$ cat src/rtl/edge_detector_multi.sv
// rtl/edge_detector_multi.sv - multi-channel synchronised, debounced edge detector with sticky flags and irq
//
// Ports:
//   clk       in   1            system clock, rising edge
//   rst_n     in   1            asynchronous reset, active-low
//   entrada   in   CHANNELS     raw asynchronous inputs
//   mode      in   2*CHANNELS   per channel [2i+1:2i]: 00 off, 01 rising, 10 falling, 11 both
//   clear     in   CHANNELS     per-channel sticky-flag clear (level)
//   irq_en    in   CHANNELS     per-channel interrupt mask (1 = enabled)
//   detector  out  CHANNELS     one-cycle pulse per qualified edge
//   filtered  out  CHANNELS     debounced, synchronised level
//   sticky    out  CHANNELS     latched event flags
//   irq       out  1            |(sticky & irq_en)

module edge_detector_multi #(
    parameter int CHANNELS      = 2,
    parameter int SYNC_STAGES   = 2,
    parameter int FILTER_CYCLES = 4,
    parameter int CNT_W         = 3
) (
    input  logic                    clk,
    input  logic                    rst_n,
    input  logic [CHANNELS-1:0]     entrada,
    input  logic [2*CHANNELS-1:0]   mode,
    input  logic [CHANNELS-1:0]     clear,
    input  logic [CHANNELS-1:0]     irq_en,
    output logic [CHANNELS-1:0]     detector,
    output logic [CHANNELS-1:0]     filtered,
    output logic [CHANNELS-1:0]     sticky,
    output logic                    irq
);

    // Count value at which a differing level has been held FILTER_CYCLES cycles.
    localparam logic [CNT_W-1:0] CNT_LAST = CNT_W'(FILTER_CYCLES - 1);

    logic [SYNC_STAGES-1:0] sync_q [CHANNELS];
    logic [CNT_W-1:0]       cnt_q  [CHANNELS];
    logic [CNT_W-1:0]       cnt_d  [CHANNELS];

    logic [CHANNELS-1:0]    sync_lvl;
    logic [CHANNELS-1:0]    filtered_d;
    logic [CHANNELS-1:0]    rise;
    logic [CHANNELS-1:0]    fall;
    logic [CHANNELS-1:0]    mode_rise;
    logic [CHANNELS-1:0]    mode_fall;
    logic [CHANNELS-1:0]    detector_d;
    logic [CHANNELS-1:0]    sticky_d;

    // Debounce filter: a new level is accepted only after it has differed from
    // the current filtered level on FILTER_CYCLES consecutive cycles; any
    // return to the filtered level restarts the count from zero.
    always_comb begin
        filtered_d = filtered;
        sync_lvl   = '0;
        mode_rise  = '0;
        mode_fall  = '0;
        for (int i = 0; i < CHANNELS; i++) begin
            cnt_d[i]     = '0;
            sync_lvl[i]  = sync_q[i][SYNC_STAGES-1];
            mode_rise[i] = mode[2*i];
            mode_fall[i] = mode[2*i+1];
            if (sync_lvl[i] != filtered[i]) begin
                if (cnt_q[i] == CNT_LAST) begin
                    filtered_d[i] = sync_lvl[i];
                end else begin
                    cnt_d[i] = cnt_q[i] + 1'b1;
                end
            end
        end
    end

    // Edges are taken from the filtered level update itself, so the detector
    // pulse lands on the same edge that filtered changes and mode is sampled
    // only at that moment.
    assign rise       = filtered_d & ~filtered;
    assign fall       = ~filtered_d & filtered;
    assign detector_d = (rise & mode_rise) | (fall & mode_fall);

    // A fresh event has priority over a clear in the same cycle.
    assign sticky_d   = detector_d | (sticky & ~clear);

    assign irq        = |(sticky & irq_en);

    always_ff @(posedge clk or negedge rst_n) begin
        if (!rst_n) begin
            for (int i = 0; i < CHANNELS; i++) begin
                sync_q[i] <= '0;
                cnt_q[i]  <= '0;
            end
            filtered <= '0;
            detector <= '0;
            sticky   <= '0;
        end else begin
            for (int i = 0; i < CHANNELS; i++) begin
                sync_q[i] <= {sync_q[i][SYNC_STAGES-2:0], entrada[i]};
                cnt_q[i]  <= cnt_d[i];
            end
            filtered <= filtered_d;
            detector <= detector_d;
            sticky   <= sticky_d;
        end
    end

endmodule
$ cat config.mk
export PLATFORM = sky130hd
export DESIGN_NAME = edge_detector_multi
export DESIGN_NICKNAME = d
export VERILOG_FILES = /design/src/rtl/edge_detector_multi.sv
export SDC_FILE = /design/constraint.sdc
export NUM_CORES = 1
export LEC_CHECK = 0
export BUFFER_PORTS_ARGS = -buffer_cell sky130_fd_sc_hd__buf_2
export CAP_MARGIN = 20
export CORE_MARGIN = 4
export CORE_UTILIZATION = 42
export DETAILED_ROUTE_END_ITERATION = 8
export GPL_TIMING_DRIVEN = 0
export HOLD_SLACK_MARGIN = 0.06
export PLACE_DENSITY = 0.77
export SYNTH_ARGS = -nofsm -noshare
export SYNTH_HDL_FRONTEND = slang
export SYNTH_SLANG_ARGS = --single-unit
$ cat constraint.sdc
create_clock -name clk -period 1.2 [get_ports clk]
set_clock_uncertainty 0.15 [all_clocks]
set_input_delay 0.24 -clock clk [delete_from_list [all_inputs] [get_ports clk]]
set_output_delay 0.24 -clock clk [all_outputs]
set_load 0.03 [all_outputs]
# Yosys cells after proc, flatten, opt, wreduce, memory -nomap -nowiden
# Index checks and enable logic that the tools add are counted.
# Widths: inputs -> output; s select.
[classes] n_addsub=2 eq_ne=4 mux=8 n_bitwise=11 reduce_logical=1
[ops] op="$and 2x2->2" n=6
[ops] op="$mux 3" n=4
[ops] op="$add 3x1->3 const B" n=2
[ops] op="$eq 3x2->1 const B" n=2
[ops] op="$not 2->2" n=3
[ops] op="$mux 1" n=4
[ops] op="$or 2x2->2" n=2
[ops] op="$ne 1x1->1" n=2
[ops] op="$reduce_or 2->1" n=1
[word_totals] ff_bits=16 in_bits=12 out_inout_bits=7 word_cells=33

# Depth between registers and ports, before layout
# Gate-level depths: netlist of run 1.
[depth] depth_word=8 ltp_mapped=4 ltp_nobuf=4

# Least setup slack after synthesis of run 1
# OpenSTA, ideal clock, no wires.
[synth_timing] kind="flip-flop to flip-flop" startpoint="reg cnt_q[0] in the netlist's numbering" endpoint="reg filtered[1]" setup_ns=0.125 arrival_ns=0.991 required_time_ns=0.925 path_slack_ns=-0.065 path_stages_with_launch=4 n_path_buf=0 period_less_slack_ns=1.265 cell_sequence="dfrtp_1 > ha_1 > nand2b_4 > mux2_2"
[synth_between] elab_chain_cells=3
[synth_lines] element="start: declaration" line_no="37" text="logic [CNT_W-1:0] cnt_q [CHANNELS];"
[synth_lines] element="start signal: indexed assignment" line_no="96" text="cnt_q[i] <= cnt_d[i];"
[synth_lines] element="$eq 3x2->1" line_no="63" text="if (cnt_q[i] == CNT_LAST) begin"
[synth_lines] element="$mux 1" line_no="63"
[synth_lines] element="$mux 1" line_no="62" text="if (sync_lvl[i] != filtered[i]) begin"
[synth_lines] element="via filtered_d[1]" line_no="41" text="logic [CHANNELS-1:0] filtered_d;"
[synth_lines] element="end signal: assignment" line_no="98" text="filtered <= filtered_d;"
[synth_lines] element="end: declaration" line_no="28" text="output logic [CHANNELS-1:0] filtered,"
# The timed path passes the listed nets, and every way through them passes these cells.

# Final worst setup path of run 1
[layout_timing] startpoint="reg sticky[0]" endpoint="out irq"
[layout_between] elab_chain_cells=2
[layout_lines] element="start: declaration" line_no="29" text="output logic [CHANNELS-1:0] sticky,"
[layout_lines] element="start signal: assignment" line_no="100" text="sticky <= sticky_d;"
[layout_lines] element="$and 2x2->2" line_no="82" text="assign irq = |(sticky & irq_en);"
[layout_lines] element="$reduce_or 2->1" line_no="82"
[layout_lines] element="end: declaration" line_no="30" text="output logic irq"
# No other way between the ends.

==> summary.md, run 1 <==
• run status: finished, violations left
• violated checks: negative setup slack
• Slew Limit Fails: 0
• count of buffers inserted at the top-level ports: 18
• share of power burned in combinational logic: 0.441
• post-synth top area share: 0.646
• power dissipated by switching net loads: 0.000587 W
• clock tree from TritonCTS: done
• VDD IR max: 1050 uV
• placement row count: 13
• Yosys warning count: 0
• clock buffer count from CTS: 3
• fmax: 680 MHz
• share of power burned in the clock network: 0.156
• Setup Crit Path Kind: flop to primary output
• I/O pin total: 19
• number of library cell types mapped by synthesis: 14
• combinational family with the most area after synthesis: simple AND/OR/NAND/NOR gates
• total wire length: 1.21 mm
• leading cell types in the layout, fill and taps excluded: dfrtp_1 (14), buf_2 (11), buf_6 (10)
• MaxCap Viol Count: 0
• post-synthesis average cell area: 14.7 sq um
• wire length of the first global-routing pass: 1.95 mm
• r2r startpoint: cnt_q[1]$_DFF_PN0_
• Seq/Total Area, Yosys: 0.646
• largest incremental delay on the critical path: 420 ps
• Clock Sinks: 16
• Net count, final: 91
• most common cell after layout, fill and taps aside: dfrtp_1
• hold path cells: 3
• number of routed nets with antenna violations: 0
• Floorplan Core Area: 0.00135 sq mm
• cell count after synthesis: 42
• Static Leak: 0.500 nW
• cell area power density: 1850 mW/mm^2
• layout cells sized above 1: 0.579
• violation count after the first detailed-routing iteration: 6
• fraction of power spent switching nets: 0.322
• largest net degree at the start of global routing: 17
• via count of the first global-routing pass: 465
• post-synth top area cell: dfrtp_1
• count of state elements after synthesis: 16
• cell area after technology mapping: 619 sq um
• Simple-Gate Fraction of Synth Area: 0.164
• global routing usage summed across all routing layers: 0.134
• Reg-to-Reg End: filtered[1]$_DFF_PN0_
• die width: 46.4 um
• filler instances: 95
• adder and majority gate portion of the synthesized area: 0.0404
• CTS H-tree lvls: 1
• crit-path max FO: 2
• setup repair after global routing missed its margin: true
• dpl hpwl: 744 um
• Die H: 46.4 um
• portion of total power attributed to sequential cells: 0.403
• Seq. cell area: 403 sq um
• maximum buffer depth of the clock tree: 2
• CP max stage cell: dfrtp_2
• DR vias: 457
• clock insertion delay at the later pin of the skew report: 290 ps
• remaining design rule violation count: 0
• tightest hold margin: 69.7 ps
• area added between synthesis and finish: 59.4%
• worst reg-to-reg path cell count: 3
• TNS Setup: -739 ps
• source of the worst hold timing path: mode[2]
• clock slew at reported path FFs: 90 ps
• required time of the critical path: 810 ps
• detail-routed via count per cell: 5.02
• Worst Tran Pin Value: 348 ps
• min cycle time layout: 1470 ps
• share of the synthesized netlist area taken by xor and xnor gates: 0.0283
• classification of the worst-slack hold path: input port to flop
• portion of the clock cycle consumed by the worst path in the final layout: 1.23
• count of antenna diodes in the layout: 0
• Overflow after GRT: 0
• total nets after synthesis: 56
• fraction of synthesized area in multiplexers: 0.0364
• final number of hold-violating endpoints: 0
• power consumption: 0.00183 W
• area of the multi-input gates: 280 sq um
• CP arrival: 1080 ps
• final setup violating endpoints: 8
• root buffer cell: clkbuf_4
• internal power component: 0.00124 W
• worst reg-to-reg setup slack: -30 ps
• cell chain of the critical path: a22o_4, buf_6
• kind of end point of the critical path: primary output
• gpl congestion: 0.645
• total die area: 0.00215 sq mm
• top cells by area in the synthesized netlist: dfrtp_1 (65%), nand3b_1 (4.8%), nor3b_1 (4.8%), nand2b_4 (4.4%), ha_1 (4.0%)
• setup slack of the critical path after layout: -271 ps
• wire length per cell after detailed routing: 13.3 um
• hold endpoint: detector[1]$_DFF_PN0_
• worst rel slew slack: 0.768
• effective utilization at floorplan: 0.459
• DRT Pass-1 Iters: 4
• kind of launch point of the worst setup path: flop
• post-synthesis compound-gate area fraction: 0.0667
• initial antenna violation count: 0
## area by class of cell
| class | count | area share |
|---|---|---|
| Clock buffer | 4 | 0.0266 |
| Inverter | 3 | 0.0114 |
| Multi-Input combinational cell | 23 | 0.284 |
| Sequential cell | 16 | 0.408 |
| Tap cell | 15 | 0.0190 |
| Timing Repair Buffer | 30 | 0.251 |
## sequential cells by signal (all words and copies together) (netlist names)
register	cells
sync_lvl	2
detector	2
cnt_q	6
filtered	2
sync_q	2
sticky	2
## Yosys cell counts
master    instances
a21oi_2           2
nor3b_1           4
nor3_1            1
nand2b_4          2
mux2_1            1
a22o_1            1
mux2_2            1
nand3b_1          4
inv_1             3
and3b_1           1
dfrtp_1          16
a21o_1            2
ha_1              2
xnor2_1           2
## routing by layer
layer | routed length (um) | global-route usage
met1 | 451 | 0.149
met2 | 619 | 0.231
met3 | 104 | 0.0586
met4 | 32 | 0.0341
met5 | 0 | 0
## metrics by stage
| step | utilization | cell area (sq um) | std cells | worst slack (ps) |
|---|---|---|---|---|
| finish | 0.731 | 987 | 91 | -271 |
| global route | 0.731 | 987 | 91 | -309 |
| CTS | 0.690 | 931 | 89 | -280 |
| detailed placement | 0.562 | 758 | 75 | -23.3 |
| global placement | 0.562 | 758 | 75 | -2.91 |
| floorplan | - | 649 | 42 | -3.10 |
## power by group through the flow
stage	sequential (W)	clock [W]	combinational (W)
after global placement	0.000737	0	0.000466
after CTS	0.000731	0.000299	0.000683
after detailed placement	0.000745	0	0.000485
after floorplan	0.000823	0	0.000274
after global routing	0.000749	0.000317	0.000879
final	0.000736	0.000285	0.000804
## worst max-delay path by stage
stage | cells after the start | from | slack (ps) | endpoint
final | 2 | sticky[0]$_DFF_PN0_ | -270 | irq
after global routing | 2 | sticky[0]$_DFF_PN0_ | -310 | irq
after CTS | 2 | sticky[0]$_DFF_PN0_ | -280 | irq
after detailed placement | 3 | cnt_q[0]$_DFF_PN0_ | -20 | filtered[1]$_DFF_PN0_
after global placement | 3 | cnt_q[0]$_DFF_PN0_ | -3 | filtered[1]$_DFF_PN0_
after floorplan | 3 | filtered[1]$_DFF_PN0_ | -3 | sticky[1]$_DFF_PN0_
## timing repair
item                                    CTS  global route
resized for setup                        17             7
buffers inserted                          5             2
endpoints found under the setup margin    9            17
hold endpoints to repair                 20             0
hold buffers                              5             0
pin swaps                                 3             2
## critical path, delay by kind of cell (launching register included)
| kind | cells | cell delay, ps |
|---|---|---|
| buffers and inverters | 1 | 130 |
| AOI/OAI and AO/OA | 1 | 240 |
| DFF | 1 | 420 |
## cells by family (layout without fill, tap and decap cells)
kind of cell | count (synthesis) | in the layout
AOI/OAI and AO/OA | 5 | 5
xor gates and xnor gates | 2 | 2
adders and majority gates | 2 | 2
buffers and inverters | 3 | 37
DFF | 16 | 16
muxes | 2 | 2
and+or+nand+nor | 12 | 12
Note: power is estimated with default switching activity, not from simulation.
==> run 2: changes to the inputs <==
--- a/config.mk
+++ b/config.mk
@@ -10,7 +10,7 @@
 export CORE_MARGIN = 4
 export CORE_UTILIZATION = 42
 export DETAILED_ROUTE_END_ITERATION = 8
-export GPL_TIMING_DRIVEN = 0
+export GPL_TIMING_DRIVEN = 1
 export HOLD_SLACK_MARGIN = 0.06
 export PLACE_DENSITY = 0.77
 export SYNTH_ARGS = -nofsm -noshare
==> run 2 against run 1 <==
The flow still finishes with violations (negative setup slack). Sequential share of layout area increased by 0.93 points. Combinational power decreased by 2%. Maximum frequency increased by 0.34%. Sequential power increased by 0.7%. Count of clock-buffer cells in the layout unchanged. Wire length decreased by 4.4%. First-iteration DRC count decreased by 50%. Cell area decreased by 2.5%. Critical path depth unchanged. Highest routed layer unchanged.
==> summary.md, run 2 (synthesized netlist as in run 1, its figures left out) <==
• run status: finished, violations left
• violated checks: negative setup slack
• layout cells sized above 1: 0.569, -0.00950
• DRT Pass-1 Iters: 3, -1
• Worst Tran Pin Value: 345 ps, -3.27 ps
• setup slack of the critical path after layout: -266 ps, +4.94 ps
• CTS H-tree lvls: 1, unchanged
• VDD IR max: 1320 uV, +25%
• die width: 46.4 um, unchanged
• via count of the first global-routing pass: 423, -9.0%
• final core utilization: 0.713, -0.0185
• count of placed standard cells in the final layout, fillers left out: 87, -4.4%
• clock slew at reported path FFs: 90 ps, about the same
• cell area after layout: 962 sq um, -2.5%
• min cycle time layout: 1470 ps, -4.94 ps
• Net count, final: 87, -4.4%
• worst rel slew slack: 0.770, +0.00218
• Overflow after GRT: 0, unchanged
• classification of the worst-slack hold path: input port to flop
• total wire length: 1.15 mm, -4.4%
• Slew Limit Fails: 0, unchanged
• most common cell after layout, fill and taps aside: dfrtp_1
• number of flip-flops under the largest register name: 6, unchanged
• MaxCap Viol Count: 0, unchanged
• Setup Crit Path Kind: flop to primary output
• count of antenna diodes in the layout: 0, unchanged
• clock insertion delay at the later pin of the skew report: 280 ps, about the same
• effective utilization at floorplan: 0.459, unchanged
• Floorplan Core Area: 0.00135 sq mm, unchanged
• clock tree from TritonCTS: done
• count of placed standard cells including taps: 76, +1.3%
• fmax: 682 MHz, +0.34%
• placement row count: 13, unchanged
• I/O pin total: 19, unchanged
• clock buffer count from CTS: 3, unchanged
• DR vias: 422, -7.7%
• power consumption: 0.00188 W, +2.9%
• dpl hpwl: 720 um, -3.1%
• wire length of the first global-routing pass: 1.75 mm, -10%
• crit-path max FO: 3, +1
• final setup violating endpoints: 7, -1
• number of routed nets with antenna violations: 0, unchanged
• portion of the clock cycle consumed by the worst path in the final layout: 1.22, -0.00412
• cell area power density: 1950 mW/mm^2, +5.5%
• count of buffers inserted at the top-level ports: 18, unchanged
• CP arrival: 1080 ps, about the same
• Static Leak: 0.485 nW, -3.0%
• detail-routed via count per cell: 4.85, -3.4%
• largest net degree at the start of global routing: 17, unchanged
• maximum buffer depth of the clock tree: 2, unchanged
• required time of the critical path: 810 ps, about the same
• leading cell types in the layout, fill and taps excluded: dfrtp_1 (15), buf_2 (11), buf_6 (9)
• kind of launch point of the worst setup path: flop
• final number of hold-violating endpoints: 0, unchanged
• wire length per cell after detailed routing: 13.3 um, about the same
• TNS Setup: -609 ps, +130 ps
• remaining design rule violation count: 0, unchanged
• most flop-heavy register: cnt_q
• Clock Sinks: 16, unchanged
• gpl congestion: 0.625, -3.1%
• area added between synthesis and finish: 55.4%
• root buffer cell: clkbuf_4
• kind of end point of the critical path: primary output
• initial antenna violation count: 0, unchanged
• violation count after the first detailed-routing iteration: 3, -3
• Placed Instance Area: 766 sq um, +0.99%
• global routing usage summed across all routing layers: 0.123, -0.0107
• setup repair after global routing missed its margin: true
• total die area: 0.00215 sq mm, unchanged
• Die H: 46.4 um, unchanged
==> run 2: cell type report <==
cell class                      instances  area, sq um
Tap cell                               15         18.8
Clock buffer                            4         36.3
Timing Repair Buffer                   26          209
Sequential cell                        16          402
Inverter                                3         11.3
Multi-Input combinational cell         23          285
Fill cell                              96          388
==> run 2: repair_timing <==
action / CTS / global route
setup endpoints to repair: 9 / 16
setup buffers: 4 / 0
hold buffers: 3 / 0
pin swaps: 1 / 2
gates resized for setup: 15 / 7
hold endpoints to repair: 18 / 0
==> run 2: critical path, stage by stage (launching register included) <==
cell and delay (ps):
dfrtp_1 430, a22o_4 230, buf_6 130
==> run 2: path summary, 6_finish.rpt <==
kind	slack (ps)	to	cells after the start	start
worst max-delay path	-270	irq	2	sticky[1]$_DFF_PN0_
worst min-delay path	70	sticky[1]$_DFF_PN0_	3	clear[1]
worst max register to register	-30	filtered[0]$_DFF_PN0_	3	cnt_q[3]$_DFF_PN0_
worst min register to register	200	sync_lvl[0]$_DFF_PN0_	0	sync_q[2]$_DFF_PN0_
max in group asynchronous	370	sticky[0]$_DFF_PN0_	2	rst_n
min in group asynchronous	250	sync_lvl[1]$_DFF_PN0_	2	rst_n
==> run 2: through the flow <==
stage          worst slack (ps)  hold slack (ps)
5_1_grt                    -299             75.8
6_report                   -266             73.7
3_5_place_dp              -20.5             15.7
4_1_cts                    -277             65.4
2_1_floorplan             -3.10             -206
3_3_place_gp              -9.69             15.5
==> run 2: power by group <==
group,internal [W],switching [W],total [W]
logic,0.000455,0.000332,0.000787
clock network,0.000185,0.000165,0.000349
registers,0.000646,0.0000953,0.000741
total,0.00129,0.000592,0.00188
==> run 2: routing by layer <==
metal / part of all wire / GRT usage / wire length (um) / up-vias
met1: 0.43 / 0.138 / 493 / 196
met2: 0.48 / 0.198 / 559 / 15
li1: - / - / - / 207
met4: 0.026 / 0.102 / 30 / 0
met5: 0 / 0 / 0 / -
met3: 0.061 / 0.0234 / 70 / 4
==> run 3: changes to the inputs <==
--- a/config.mk
+++ b/config.mk
@@ -10,9 +10,8 @@
 export CORE_MARGIN = 4
 export CORE_UTILIZATION = 42
 export DETAILED_ROUTE_END_ITERATION = 8
-export GPL_TIMING_DRIVEN = 1
 export HOLD_SLACK_MARGIN = 0.06
-export PLACE_DENSITY = 0.77
+export PLACE_DENSITY = 0.7
 export SYNTH_ARGS = -nofsm -noshare
 export SYNTH_HDL_FRONTEND = slang
 export SYNTH_SLANG_ARGS = --single-unit
==> constraint.sdc (replaced) <==
create_clock -name clk -period 1.2 [get_ports clk]
set_clock_uncertainty 0.15 [all_clocks]
set_input_delay 0.06 -clock clk [delete_from_list [all_inputs] [get_ports clk]]
set_output_delay 0.06 -clock clk [all_outputs]
set_load 0.03 [all_outputs]
==> run 3 against run 2 <==
Sequential power rose by 0.5%. Wire length is 8.4% lower. Cell count is 1.1% higher. Critical endpoint is now filtered[1]$_DFF_PN0_. Worst setup slack gained 220 ps. First-iteration DRC count decreased by 100%. Non-clock buffer count is 2 higher. Global-route usage is 0.16 points lower. Maximum frequency increased by 18%. Critical path type is now flop to flop. The run still ends with negative setup slack left. Sequential cell count did not move.
==> summary.md, run 3 (synthesized netlist as in run 1, its figures left out) <==
• count of antenna diodes in the layout: 0, unchanged
• share of power burned in the clock network: 0.165, -0.021
• setup repair after global routing missed its margin: true
• Die H: 46.4 um, unchanged
• Clock Sinks: 16, unchanged
• MaxCap Viol Count: 0, unchanged
• DRT Pass-1 Iters: 1, -2
• wire length per cell after detailed routing: 12.0 um, -9.4%
• Placed Instance Area: 748 sq um, -2.3%
• detail-routed via count per cell: 4.82, -0.67%
• total die area: 0.00215 sq mm, unchanged
• final number of hold-violating endpoints: 0, unchanged
• power consumption: 0.00154 W, -18%
• cell chain of the critical path: ha_2, nand2b_4, mux2_4
• clock slew at reported path FFs: 80 ps, about the same
• CP arrival: 1260 ps, +180 ps
• Net count, final: 89, +2.3%
• violation count after the first detailed-routing iteration: 0, -3
• min cycle time layout: 1250 ps, -221 ps
• CP max stage cell: dfrtp_1
• Bufs and invs on worst path: 0, -1
• dpl hpwl: 761 um, +5.7%
• clock insertion delay at the later pin of the skew report: 270 ps, about the same
• Static Leak: 0.461 nW, -5.0%
• clock buffer count from CTS: 3, unchanged
• leading cell types in the layout, fill and taps excluded: dfrtp_1 (16), buf_2 (16), dlygate4sd3_1 (9)
• worst rel slew slack: 0.769, -0.00145
• final core utilization: 0.664, -0.0491
• via count of the first global-routing pass: 439, +3.8%
• gate family responsible for the most delay along the worst path: flip-flops
• global routing usage summed across all routing layers: 0.121, -0.00162
• cell area power density: 1720 mW/mm^2, -12%
• run status: finished, violations left
• total wire length: 1.06 mm, -8.4%
• portion of the clock cycle consumed by the worst path in the final layout: 1.04, -0.184
• Overflow after GRT: 0, unchanged
• setup slack of the critical path after layout: -45.5 ps, +221 ps
• gpl congestion: 0.659, +5.4%
• fmax: 803 MHz, +18%
• VDD IR max: 901 uV, -32%
• count of buffers inserted at the top-level ports: 18, unchanged
• maximum buffer depth of the clock tree: 2, unchanged
• violated checks: negative setup slack
• CTS H-tree lvls: 1, unchanged
• root buffer cell: clkbuf_4
• cell area after layout: 896 sq um, -6.9%
• fraction of power spent switching nets: 0.325, +0.0100
• classification of the worst-slack hold path: input port to asynchronous set/reset pin
• die width: 46.4 um, unchanged
• internal power component: 0.00104 W, -19%
• crit-path max FO: 4, +1
• most flop-heavy register: cnt_q
• kind of end point of the critical path: flop
• largest incremental delay on the critical path: 380 ps, -50 ps
• wire length of the first global-routing pass: 1.72 mm, -1.5%
• Slew Limit Fails: 0, unchanged
• share of power burned in combinational logic: 0.351, -0.068
• number of flip-flops under the largest register name: 6, unchanged
• DR vias: 424, +0.47%
• largest net degree at the start of global routing: 17, unchanged
• placement row count: 13, unchanged
• remaining design rule violation count: 0, unchanged
• power dissipated by switching net loads: 0.000502 W, -15%
• clock tree from TritonCTS: done
• effective utilization at floorplan: 0.459, unchanged
• I/O pin total: 19, unchanged
• Setup Crit Path Kind: flop to flop
• portion of total power attributed to sequential cells: 0.483, +0.088
• required time of the critical path: 1210 ps, +400 ps
• Floorplan Core Area: 0.00135 sq mm, unchanged
• area added between synthesis and finish: 44.6%
• Worst Tran Pin Value: 347 ps, +2.18 ps
• final setup violating endpoints: 3, -4
• number of routed nets with antenna violations: 0, unchanged
• layout cells sized above 1: 0.438, -0.131
• initial antenna violation count: 0, unchanged
• kind of launch point of the worst setup path: flop
==> run 3: final cells by class <==
cell class | count | area, sq um
multi-input cells | 23 | 243
fillers | 106 | 454
clock buffers | 3 | 22.5
repair buffers | 28 | 200
inverters | 3 | 11.3
well taps | 15 | 18.8
flip-flops and latches | 16 | 400
==> run 3: stage by stage <==
stage,setup WS [ps],instances,hold slack (ps),TNS (ps)
detailed placement,-32.6,75,-162,-46.5
global route,-76.8,88,79.5,-260
global placement,-9.80,75,-165,-9.80
CTS,-43.9,88,65.7,-107
finish,-45.5,88,69.9,-79.1
floorplan,-3.10,42,-386,-3.10
==> run 3: what timing repair did <==
action	CTS	global route
setup buffers	1	0
endpoints found under the hold margin	22	0
resized for setup	3	4
hold buffers	9	0
pin swaps	0	1
setup endpoints to repair	3	6
gates cloned	0	0
==> run 3: final timing paths <==
path,startpoint,end,slack [ps],cells past startpoint
worst max register to register,cnt_q[1]$_DFF_PN0_,filtered[1]$_DFF_PN0_,-50,3
max in group asynchronous,rst_n,cnt_q[2]$_DFF_PN0_,570,2
min in group clk,sync_q[0]$_DFF_PN0_,sync_lvl[1]$_DFF_PN0_,200,0
worst min-delay path,rst_n,cnt_q[1]$_DFF_PN0_,70,2
worst max-delay path,cnt_q[1]$_DFF_PN0_,filtered[1]$_DFF_PN0_,-50,3
worst min register to register,sync_q[0]$_DFF_PN0_,sync_lvl[1]$_DFF_PN0_,200,0
==> run 3: power groups by stage <==
stage / combinational (W) / clock (W) / sequential [W]
after floorplan: 0.000270 / 0 / 0.000821
after global placement: 0.000464 / 0 / 0.000738
after detailed placement: 0.000484 / 0 / 0.000746
after CTS: 0.000525 / 0.000274 / 0.000748
after global routing: 0.000587 / 0.000300 / 0.000766
final: 0.000542 / 0.000255 / 0.000745
==> run 3: metal layers <==
layer	part of all wire	up-vias	GRT usage
met3	0.10	2	0.0703
met4	0.013	0	0.0511
met2	0.49	18	0.198
met5	0	-	0
li1	-	208	-
met1	0.40	196	0.126
